$ cat src/rtl/afe_line_scheduler.sv
// afe_line_scheduler
//   Frame-level sequencer for the AFE readout controller and the TFT panel
//   gate driver. A host start edge arms a frame: GATE_STV is pulsed, then one
//   SAMPLE_EN pulse (one AFE integrate/shift cycle) and one GATE_CPV pulse
//   are issued per panel line at the latched line period.
//
// Ports
//   CLK_100M     system clock
//   CLK_RST      asynchronous active-high reset
//   ADS_INIT_OK  ADC initialisation complete (level); low aborts a frame
//   FRAME_START  rising edge requests a frame
//   FRAME_ABORT  level; terminates the frame in progress, blocks starts
//   CONT_MODE    1 = restart automatically after FRAME_DONE
//   LINE_PERIOD  cycles per line, latched at frame accept
//   LINE_NUM     lines per frame, latched at frame accept
//   SAMPLE_EN    to AFE controller; rising edge starts one line sample
//   GATE_STV     gate driver frame start
//   GATE_CPV     gate driver line shift clock
//   LINE_IDX     current line, 0-based
//   FRAME_BUSY   high from ARM through DONE
//   FRAME_DONE   one-cycle pulse at normal frame end
//   CFG_ERR      one-cycle pulse when a start is rejected
module afe_line_scheduler #(
  parameter int unsigned MIN_LINE_PERIOD = 6600,
  parameter int unsigned SAMPLE_HI       = 20,
  parameter int unsigned STV_CYC         = 100,
  parameter int unsigned CPV_OFS         = 10,
  parameter int unsigned CPV_CYC         = 50
) (
  input  logic        CLK_100M,
  input  logic        CLK_RST,
  input  logic        ADS_INIT_OK,
  input  logic        FRAME_START,
  input  logic        FRAME_ABORT,
  input  logic        CONT_MODE,
  input  logic [15:0] LINE_PERIOD,
  input  logic [11:0] LINE_NUM,
  output logic        SAMPLE_EN,
  output logic        GATE_STV,
  output logic        GATE_CPV,
  output logic [11:0] LINE_IDX,
  output logic        FRAME_BUSY,
  output logic        FRAME_DONE,
  output logic        CFG_ERR
);

  localparam logic [15:0] MIN_PERIOD = 16'(MIN_LINE_PERIOD);
  localparam logic [15:0] SAMPLE_END = 16'(SAMPLE_HI);
  localparam logic [15:0] STV_LAST   = 16'(STV_CYC - 1);
  localparam logic [15:0] CPV_BEGIN  = 16'(CPV_OFS);
  localparam logic [15:0] CPV_END    = 16'(CPV_OFS + CPV_CYC);

  typedef enum logic [1:0] {IDLE, ARM, LINE, DONE} state_t;

  state_t      state, state_n;
  logic        start_r;
  // p counts STV cycles in ARM and the position within a line in LINE
  logic [15:0] p, p_n;
  logic [11:0] idx_n;
  logic [15:0] period_q, period_n;
  logic [11:0] num_q, num_n;
  logic        cont_q, cont_n;
  logic        cfg_err_n;
  logic        start_edge;
  logic        abort;
  logic        cfg_ok;

  assign start_edge = FRAME_START & ~start_r;
  assign abort      = FRAME_ABORT | ~ADS_INIT_OK;
  assign cfg_ok     = (LINE_PERIOD >= MIN_PERIOD) && (LINE_NUM != 12'd0);

  always_comb begin
    state_n   = state;
    p_n       = p;
    idx_n     = LINE_IDX;
    period_n  = period_q;
    num_n     = num_q;
    cont_n    = cont_q;
    cfg_err_n = 1'b0;
    case (state)
      IDLE: begin
        // A held FRAME_ABORT masks the edge entirely, so no CFG_ERR either
        if (start_edge && ADS_INIT_OK && !FRAME_ABORT) begin
          if (cfg_ok) begin
            state_n  = ARM;
            p_n      = 16'd0;
            idx_n    = 12'd0;
            period_n = LINE_PERIOD;
            num_n    = LINE_NUM;
            cont_n   = CONT_MODE;
          end else begin
            cfg_err_n = 1'b1;
          end
        end
      end
      ARM: begin
        if (abort) begin
          state_n = IDLE;
          p_n     = 16'd0;
          idx_n   = 12'd0;
        end else if (p == STV_LAST) begin
          state_n = LINE;
          p_n     = 16'd0;
        end else begin
          p_n = p + 16'd1;
        end
      end
      LINE: begin
        if (abort) begin
          state_n = IDLE;
          p_n     = 16'd0;
          idx_n   = 12'd0;
        end else if (p == period_q - 16'd1) begin
          if (LINE_IDX == num_q - 12'd1) begin
            state_n = DONE;
          end else begin
            idx_n = LINE_IDX + 12'd1;
            p_n   = 16'd0;
          end
        end else begin
          p_n = p + 16'd1;
        end
      end
      DONE: begin
        if (abort) begin
          state_n = IDLE;
          p_n     = 16'd0;
          idx_n   = 12'd0;
        end else if (cont_q && cfg_ok) begin
          // Auto-restart re-latches the live config, exactly like a host start
          state_n  = ARM;
          p_n      = 16'd0;
          idx_n    = 12'd0;
          period_n = LINE_PERIOD;
          num_n    = LINE_NUM;
          cont_n   = CONT_MODE;
        end else begin
          state_n   = IDLE;
          p_n       = 16'd0;
          cfg_err_n = cont_q;
        end
      end
      default: begin
        state_n = IDLE;
        p_n     = 16'd0;
      end
    endcase
  end

  // Outputs are decoded from the next-state values so every output is a flop
  always_ff @(posedge CLK_100M or posedge CLK_RST) begin
    if (CLK_RST) begin
      state      <= IDLE;
      start_r    <= 1'b0;
      p          <= 16'd0;
      period_q   <= 16'd0;
      num_q      <= 12'd0;
      cont_q     <= 1'b0;
      LINE_IDX   <= 12'd0;
      SAMPLE_EN  <= 1'b0;
      GATE_STV   <= 1'b0;
      GATE_CPV   <= 1'b0;
      FRAME_BUSY <= 1'b0;
      FRAME_DONE <= 1'b0;
      CFG_ERR    <= 1'b0;
    end else begin
      state      <= state_n;
      start_r    <= FRAME_START;
      p          <= p_n;
      period_q   <= period_n;
      num_q      <= num_n;
      cont_q     <= cont_n;
      LINE_IDX   <= idx_n;
      SAMPLE_EN  <= (state_n == LINE) && (p_n < SAMPLE_END);
      GATE_STV   <= (state_n == ARM);
      GATE_CPV   <= (state_n == LINE) && (p_n >= CPV_BEGIN) && (p_n < CPV_END);
      FRAME_BUSY <= (state_n != IDLE);
      FRAME_DONE <= (state_n == DONE);
      CFG_ERR    <= cfg_err_n;
    end
  end

endmodule

$ cat config.mk
export PLATFORM = sky130hd
export DESIGN_NAME = afe_line_scheduler
export DESIGN_NICKNAME = d
export VERILOG_FILES = /design/src/rtl/afe_line_scheduler.sv
export SDC_FILE = /design/constraint.sdc
export NUM_CORES = 1
export LEC_CHECK = 0
export ABC_AREA = 1
export BUFFER_PORTS_ARGS = -buffer_cell sky130_fd_sc_hd__buf_4
export CORE_MARGIN = 5
export CORE_UTILIZATION = 55
export DETAILED_ROUTE_END_ITERATION = 16
export PLACE_DENSITY = 0.71
export SYNTH_ARGS = -nofsm -noshare
export SYNTH_HDL_FRONTEND = slang
export SYNTH_SLANG_ARGS = --single-unit
$ cat constraint.sdc
create_clock -name CLK_100M -period 2.5 [get_ports CLK_100M]
set_input_delay 0.125 -clock CLK_100M [delete_from_list [all_inputs] [get_ports CLK_100M]]
set_output_delay 0.125 -clock CLK_100M [all_outputs]
set_load 0.05 [all_outputs]
**Yosys cells after proc, flatten, opt, wreduce, memory -nomap -nowiden**

Cells that the tools add are included.

- Add/sub/neg operators: 4
- Reduce and logical (&&, ||, !) cells: 14
- Order comparisons: 4
- Bitwise logic cells: 4
- Multiplexer cells: 47
- Equality and inequality tests: 17

Operator list:

| cell | number |
|---|---|
| 16-bit 2-to-1 mux | 11 |
| 12-bit 2-to-1 mux | 12 |
| 16-bit one-hot mux with 4 select lines | 1 |
| 12-bit one-hot mux with 4 select lines | 1 |
| 16-bit one-hot mux with 2 select lines | 1 |
| 12-bit one-hot mux with 2 select lines | 1 |
| 16-bit by 1-bit adder with 16-bit output (second input constant) | 1 |
| 16-bit == test | 1 |
| 16-bit by 7-bit == test with 1-bit output (second input constant) | 1 |
| 16-bit by 13-bit >= comparator with 1-bit output (second input constant) | 1 |
| 16-bit by 4-bit >= comparator with 1-bit output (second input constant) | 1 |
| 16-bit by 5-bit less-than comparator with 1-bit output (second input constant) | 1 |
| 16-bit by 6-bit less-than comparator with 1-bit output (second input constant) | 1 |
| 16-bit by 1-bit subtractor with 16-bit output (second input constant) | 1 |
| 2-bit 2-to-1 mux | 7 |
| 12-bit by 1-bit adder with 12-bit output (second input constant) | 1 |
| 12-bit == test | 1 |
| 12-bit nonzero test | 1 |
| 12-bit by 1-bit subtractor with 12-bit output (second input constant) | 1 |
| 1-bit 2-to-1 mux | 10 |
| 2-bit != test (second input constant) | 5 |
| 3-bit != test (second input constant) | 3 |
| 2-bit == test (second input constant) | 4 |
| 2-bit one-hot mux with 4 select lines | 1 |
| 11 further kinds | 21 |

- Output and inout port bits: 18
- Register bits: 66
- Logic and storage cells: 103

**Longest topological paths before layout**

- Depth after elaboration: 9
- Mapped depth: 22
- Mapped depth without buffers: 21

**Worst setup path before layout**

OpenSTA, ideal clock, no wires.

- Path type: register to register
- From: register LINE_IDX[3]
- To: register GATE_CPV
- Clock period less this slack: 2.364 ns
- Data required time: 2.380 ns
- Data arrival time: 2.244 ns
- Setup slack: 0.136 ns
- Stages on the path, launching flop included: 20
- Path through: dfrtp_1 inv_1 nand2_1 nand2_1 nand2_1 o21ai_0 inv_1 nand2_1 nor2_1 nand3_1 nor2_1 nand2_1 nor2_1 nand2_1 nand3_1 nand2_1 nand3_1 nor2_2 nand3_1 nor2_2

- Cells in the longest elaborated chain, start to end: 8

RTL lines:

| what | RTL line | text |
|---|---|---|
| start, declared | 41 | `output logic [11:0] LINE_IDX,` |
| start signal, assigned | 173 | `LINE_IDX <= idx_n;` |
| 12-bit == test (*) | 114 | `if (LINE_IDX == num_q - 12'd1) begin` |
| 16-bit 2-to-1 mux / 2-bit 2-to-1 mux (equally long branches) | 114 |  |
| 16-bit 2-to-1 mux / 2-bit 2-to-1 mux (equally long branches) | 113 | `end else if (p == period_q - 16'd1) begin` |
| 16-bit 2-to-1 mux / 2-bit 2-to-1 mux (equally long branches) | 109 | `if (abort) begin` |
| 16-bit one-hot mux with 4 select lines / 2-bit one-hot mux with 4 select lines (equally long branches) | 80 | `case (state)` |
| 16-bit by 4-bit >= comparator with 1-bit output / 2-bit == test (equally long branches) | 176 | `GATE_CPV <= (state_n == LINE) && (p_n >= CPV_BEGIN) && (p_n < CPV_END);` |
| 1-bit logical AND | 176 |  |
| 1-bit logical AND (*) | 176 |  |
| end signal, assigned | 176 |  |
| end, declared | 40 | `output logic GATE_CPV,` |

Mark *: on every way between the ends. The rest lies on a longest branch, timed or not.
A chain may end at the register's enable or synchronous reset.

**Worst setup path in the final report**

- From: register period_q[1]
- To: register GATE_CPV

- Cells in the longest elaborated chain, start to end: 8

RTL lines:

| what | RTL line | text |
|---|---|---|
| start, declared | 60 | `logic [15:0] period_q, period_n;` |
| start signal, assigned | 170 | `period_q <= period_n;` |
| 16-bit by 1-bit subtractor with 16-bit output (*) | 113 |  |
| 16-bit == test (*) | 113 |  |
| 16-bit 2-to-1 mux / 2-bit 2-to-1 mux (equally long branches) | 113 |  |
| 16-bit 2-to-1 mux / 2-bit 2-to-1 mux (equally long branches) | 109 |  |
| 16-bit one-hot mux with 4 select lines / 2-bit one-hot mux with 4 select lines (equally long branches) | 80 |  |
| 16-bit by 4-bit >= comparator with 1-bit output / 2-bit == test (equally long branches) | 176 |  |
| 1-bit logical AND | 176 |  |
| 1-bit logical AND (*) | 176 |  |

Marks and branches as above.

==> metrics <==
status complete, but fails checks; violated checks setup timing; crit path launch type flip-flop; mapped cell area 4870 sq um; Hold Crit Depth 2; area of the core ~8700 sq um; largest net degree at the start of global routing 49; Final TNS setup -237 ps; crit path capture type flip-flop; Cells after Synth 715; H-tree levels 3; sw frac 46.9%; critical path arrival 2900 ps; Pwr Density approximately 1100 nW/um^2; die area 10800 sq um; Slew headroom between 50 and 60%; RSZ-0062 raised after global routing true; Netlist cell types 39; Worst Reg2Reg Path Length in Cells 18; Worst R2R Start period_q[1]$_DFFE_PP0P_; area leader, netlist dfrtp_1; clk slew on worst S/H paths 80 ps; vias in the first global route 4876; most frequent CP cell nor2_4; Flop pwr share 28.8%; drt drc 0; Mapped Avg Cell Area about 6.8 sq um; Crit path required time approximately 2800 ps; Rows 34; combinational fraction of design power 56.2%; area of the multi-input gates 2910 sq um; Layout Skew 16.2 ps; first-pass GRT wire length about 23000 um; vias per inst between 5 and 6; syn_nets roughly 760; Synth top area share ~34%; sequential fraction of the synthesis area between 30 and 40%; global route overflow 0; diode count 0; post-route setup slack -118 ps; Max Cap Viol 0; antenna violations before repair 0; Ports 52; placer congestion estimate about 0.96; share of cells above drive strength 1 24.8%; Root Driver clkbuf_8; CTS Buf Count 9; FILL cells 724; min-delay worst type input pin to flip-flop; Die X-Extent approximately 100 um; max-slew violations 0; XOR/XNOR Fraction of Synth Area ~6.9%; CP peak stage delay 400 ps; Starting Density 56.1%; worst path cell trace buf_4 -> nor2_4 -> nand2_4 -> nor2_4 -> nand2_1 -> nand2_1 -> nand2_1 -> nor2_1 -> nand2_1 -> nor2_4 -> nand3_4 -> nor2_4 -> o21ai_2 -> nor2_2 -> nand3_2 -> nor2_4 -> nand3_2 -> nor2_2; Highest Clock Rate roughly 380 MHz; adder-cell share of the synthesized area 2.31%; worst skew pair latency about 350 ps; Hold Crit Start CONT_MODE; Die Height 104 um; Final ANT Viol Nets 0; DP HPWL a little over 10000 um; CP max-delay cell dfrtp_1; area added between synthesis and finish 27.4%; Layout Nets between 800 and 900; #FFs+latches synth 66; final hold violation count 0; Tmin final 2620 ps; top fanout value on the critical path 7; pre-CTS setup slack -154 ps; Internal 0.00365 W; worst vdd ir slightly above 600 uV; Synth warnings 0; GRT Util Overall 25.8%; switching pwr about 0.0032 W; CP Class flip-flop to flip-flop; Compound-Gate Fraction of Synth Area around a tenth; CTS tree yes; clock group share of total power 15.0%; clock buffer depth 2; Synth Area in Simple Gates 35.0%; DRT Wirelength 13900 um; main combinational cell family by area after synthesis simple AND/OR/NAND/NOR gates; mux share of post-synthesis cell area between 2 and 2.5%; Seq. cell area 1660 sq um; PortBufs 51; leakage power around 3.1 nW; Critical R2R Capture GATE_CPV$_DFF_PP0_; FF-to-FF setup slack -120 ps; drt wl/cell 14.8 um; Total Power 0.00687 W; CTS Sinks 66; worst slew pin tran a little over 600 ps; via count slightly below 5000; Detailed Route Iter0 Violations 271; hold endpoint cont_q$_DFFE_PP0P_; period utilization 105%; Setup-failing EPs final 4; top post-synthesis cells by area dfrtp_1, nand2_1, inv_1, nor2_1, nand3_1; drt pass-1 iters 7
## worst max-delay path: cells and delay by family (launching register included)
| family | cells | cell delay, ps |
|---|---|---|
| DFF | 1 | 400 |
| and+or+nand+nor | 16 | 1890 |
| AOI/OAI and AO/OA | 1 | 120 |
| buffers and inverters | 1 | 150 |
## cell type report
type	instances	share of cell area, %
Multi-Input combinational cell	524	46.9
Sequential cell	66	26.7
Timing Repair Buffer	112	14.0
Inverter	110	6.66
Clock buffer	14	3.11
Tap cell	108	2.18
Clock inverter	1	0.484
## synthesized netlist by cell type
| library cell | count |
|---|---|
| nand2_1 | 184 |
| inv_1 | 106 |
| nor2_1 | 83 |
| dfrtp_1 | 66 |
| nand3_1 | 55 |
| o21ai_0 | 39 |
| a21oi_1 | 26 |
| xor2_1 | 26 |
| nor2_2 | 13 |
| nand4_1 | 11 |
| nor3_1 | 10 |
| xnor2_1 | 10 |
| clkbuf_1 | 9 |
| ha_1 | 9 |
| mux2_2 | 9 |
| nor4_1 | 6 |
| nor2_4 | 5 |
| o31ai_1 | 5 |
| inv_2 | 4 |
| nand2_2 | 4 |
| nand3b_1 | 4 |
| a31oi_1 | 3 |
| nand2_4 | 3 |
| o211ai_1 | 3 |
| a211oi_1 | 2 |
| buf_2 | 2 |
| buf_6 | 2 |
| clkbuf_2 | 2 |
| nand3_2 | 2 |
| o22ai_1 | 2 |
| or2_2 | 2 |
| a21oi_2 | 1 |
| a32o_1 | 1 |
| nor3b_1 | 1 |
| o21ai_1 | 1 |
| o21ai_2 | 1 |
| o21bai_1 | 1 |
| or2_0 | 1 |
| xnor3_1 | 1 |
## what timing repair did
item | 4_1_cts | 5_1_grt
endpoints found under the setup margin | 4 | 18
buffers inserted | 8 | 8
hold buffers | 2 | 0
endpoints found under the hold margin | 28 | 0
pin swaps | 11 | 27
gates resized for setup | 22 | 32
gates cloned | 0 | 0
## routing by layer
layer,global-route usage [%],wire length [um],up-vias
met3,3.29,665,28
met4,10.7,369,0
met5,0,0,-
met1,32.0,5750,2303
li1,-,-,2483
met2,45.2,7080,151
## cells in the final DEF, fill, tap and decap left out, types with 3 or more instances in the layout
cell type | synthesis | layout
nand2_1 | 184 | 176
buf_4 | 0 | 107
inv_1 | 106 | 102
nor2_1 | 83 | 70
dfrtp_1 | 66 | 63
nand3_1 | 55 | 50
o21ai_0 | 39 | 37
a21oi_1 | 26 | 26
xor2_1 | 26 | 26
nor2_2 | 13 | 18
clkbuf_8 | 0 | 14
nor2_4 | 5 | 13
nand4_1 | 11 | 11
nor3_1 | 10 | 10
nand2_2 | 4 | 10
xnor2_1 | 10 | 10
mux2_2 | 9 | 9
inv_2 | 4 | 8
ha_1 | 9 | 7
nor4_1 | 6 | 6
nand3_2 | 2 | 6
o31ai_1 | 5 | 5
nand3b_1 | 4 | 4
o21ai_1 | 1 | 3
o211ai_1 | 3 | 3
a31oi_1 | 3 | 3
nand2_4 | 3 | 3
dfrtp_2 | 0 | 3
## logic make-up after synthesis
kind of cell / Yosys count
simple gates: 384
buf+inv: 125
compound gates: 85
flops: 66
xor+xnor: 37
mux: 9
fa+ha+maj: 9
## metrics by stage
step / hold slack (ps) / area (sq um) / instances / util, %
finish: 15.1 / 6200 / 935 / 71.5
global route: 8.31 / 6200 / 935 / 71.5
CTS: 12.1 / 6050 / 927 / 69.7
detailed placement: 248 / 5650 / 902 / 65.1
global placement: 230 / 5650 / 902 / 65.1
floorplan: 156 / 4870 / 715 / -
## how the worst max path moves through the flow
stage / end / slack [ps] / cells after the start / startpoint
floorplan: GATE_CPV$_DFF_PP0_ / 140 / 19 / LINE_IDX[3]$_DFFE_PP0P_
global placement: GATE_CPV$_DFF_PP0_ / -30 / 18 / period_q[1]$_DFFE_PP0P_
detailed placement: SAMPLE_EN$_DFF_PP0_ / -150 / 18 / period_q[1]$_DFFE_PP0P_
CTS: SAMPLE_EN$_DFF_PP0_ / -30 / 18 / period_q[1]$_DFFE_PP0P_
global route: GATE_CPV$_DFF_PP0_ / -300 / 18 / period_q[1]$_DFFE_PP0P_
finish: GATE_CPV$_DFF_PP0_ / -120 / 18 / period_q[1]$_DFFE_PP0P_
## power by group through the flow
| stage | Clock (W) | Combinational [W] | Sequential, W |
|---|---|---|---|
| final | 0.00103 | 0.00387 | 0.00198 |
| after floorplan | 0 | 0.00250 | 0.00188 |
| after global placement | 0 | 0.00336 | 0.00197 |
| after CTS | 0.00104 | 0.00361 | 0.00196 |
| after global routing | 0.00109 | 0.00432 | 0.00204 |
| after detailed placement | 0 | 0.00344 | 0.00197 |
## sequential cells by signal, indices dropped and copies added, names as in the netlist
register / flops
FRAME_DONE: 1
cont_q: 1
GATE_STV: 1
period_q: 16
num_q: 12
FRAME_BUSY: 1
p: 16
start_r: 1
state: 2
GATE_CPV: 1
CFG_ERR: 1
SAMPLE_EN: 1
LINE_IDX: 12
No activity file was read; power rests on OpenSTA's default activity.
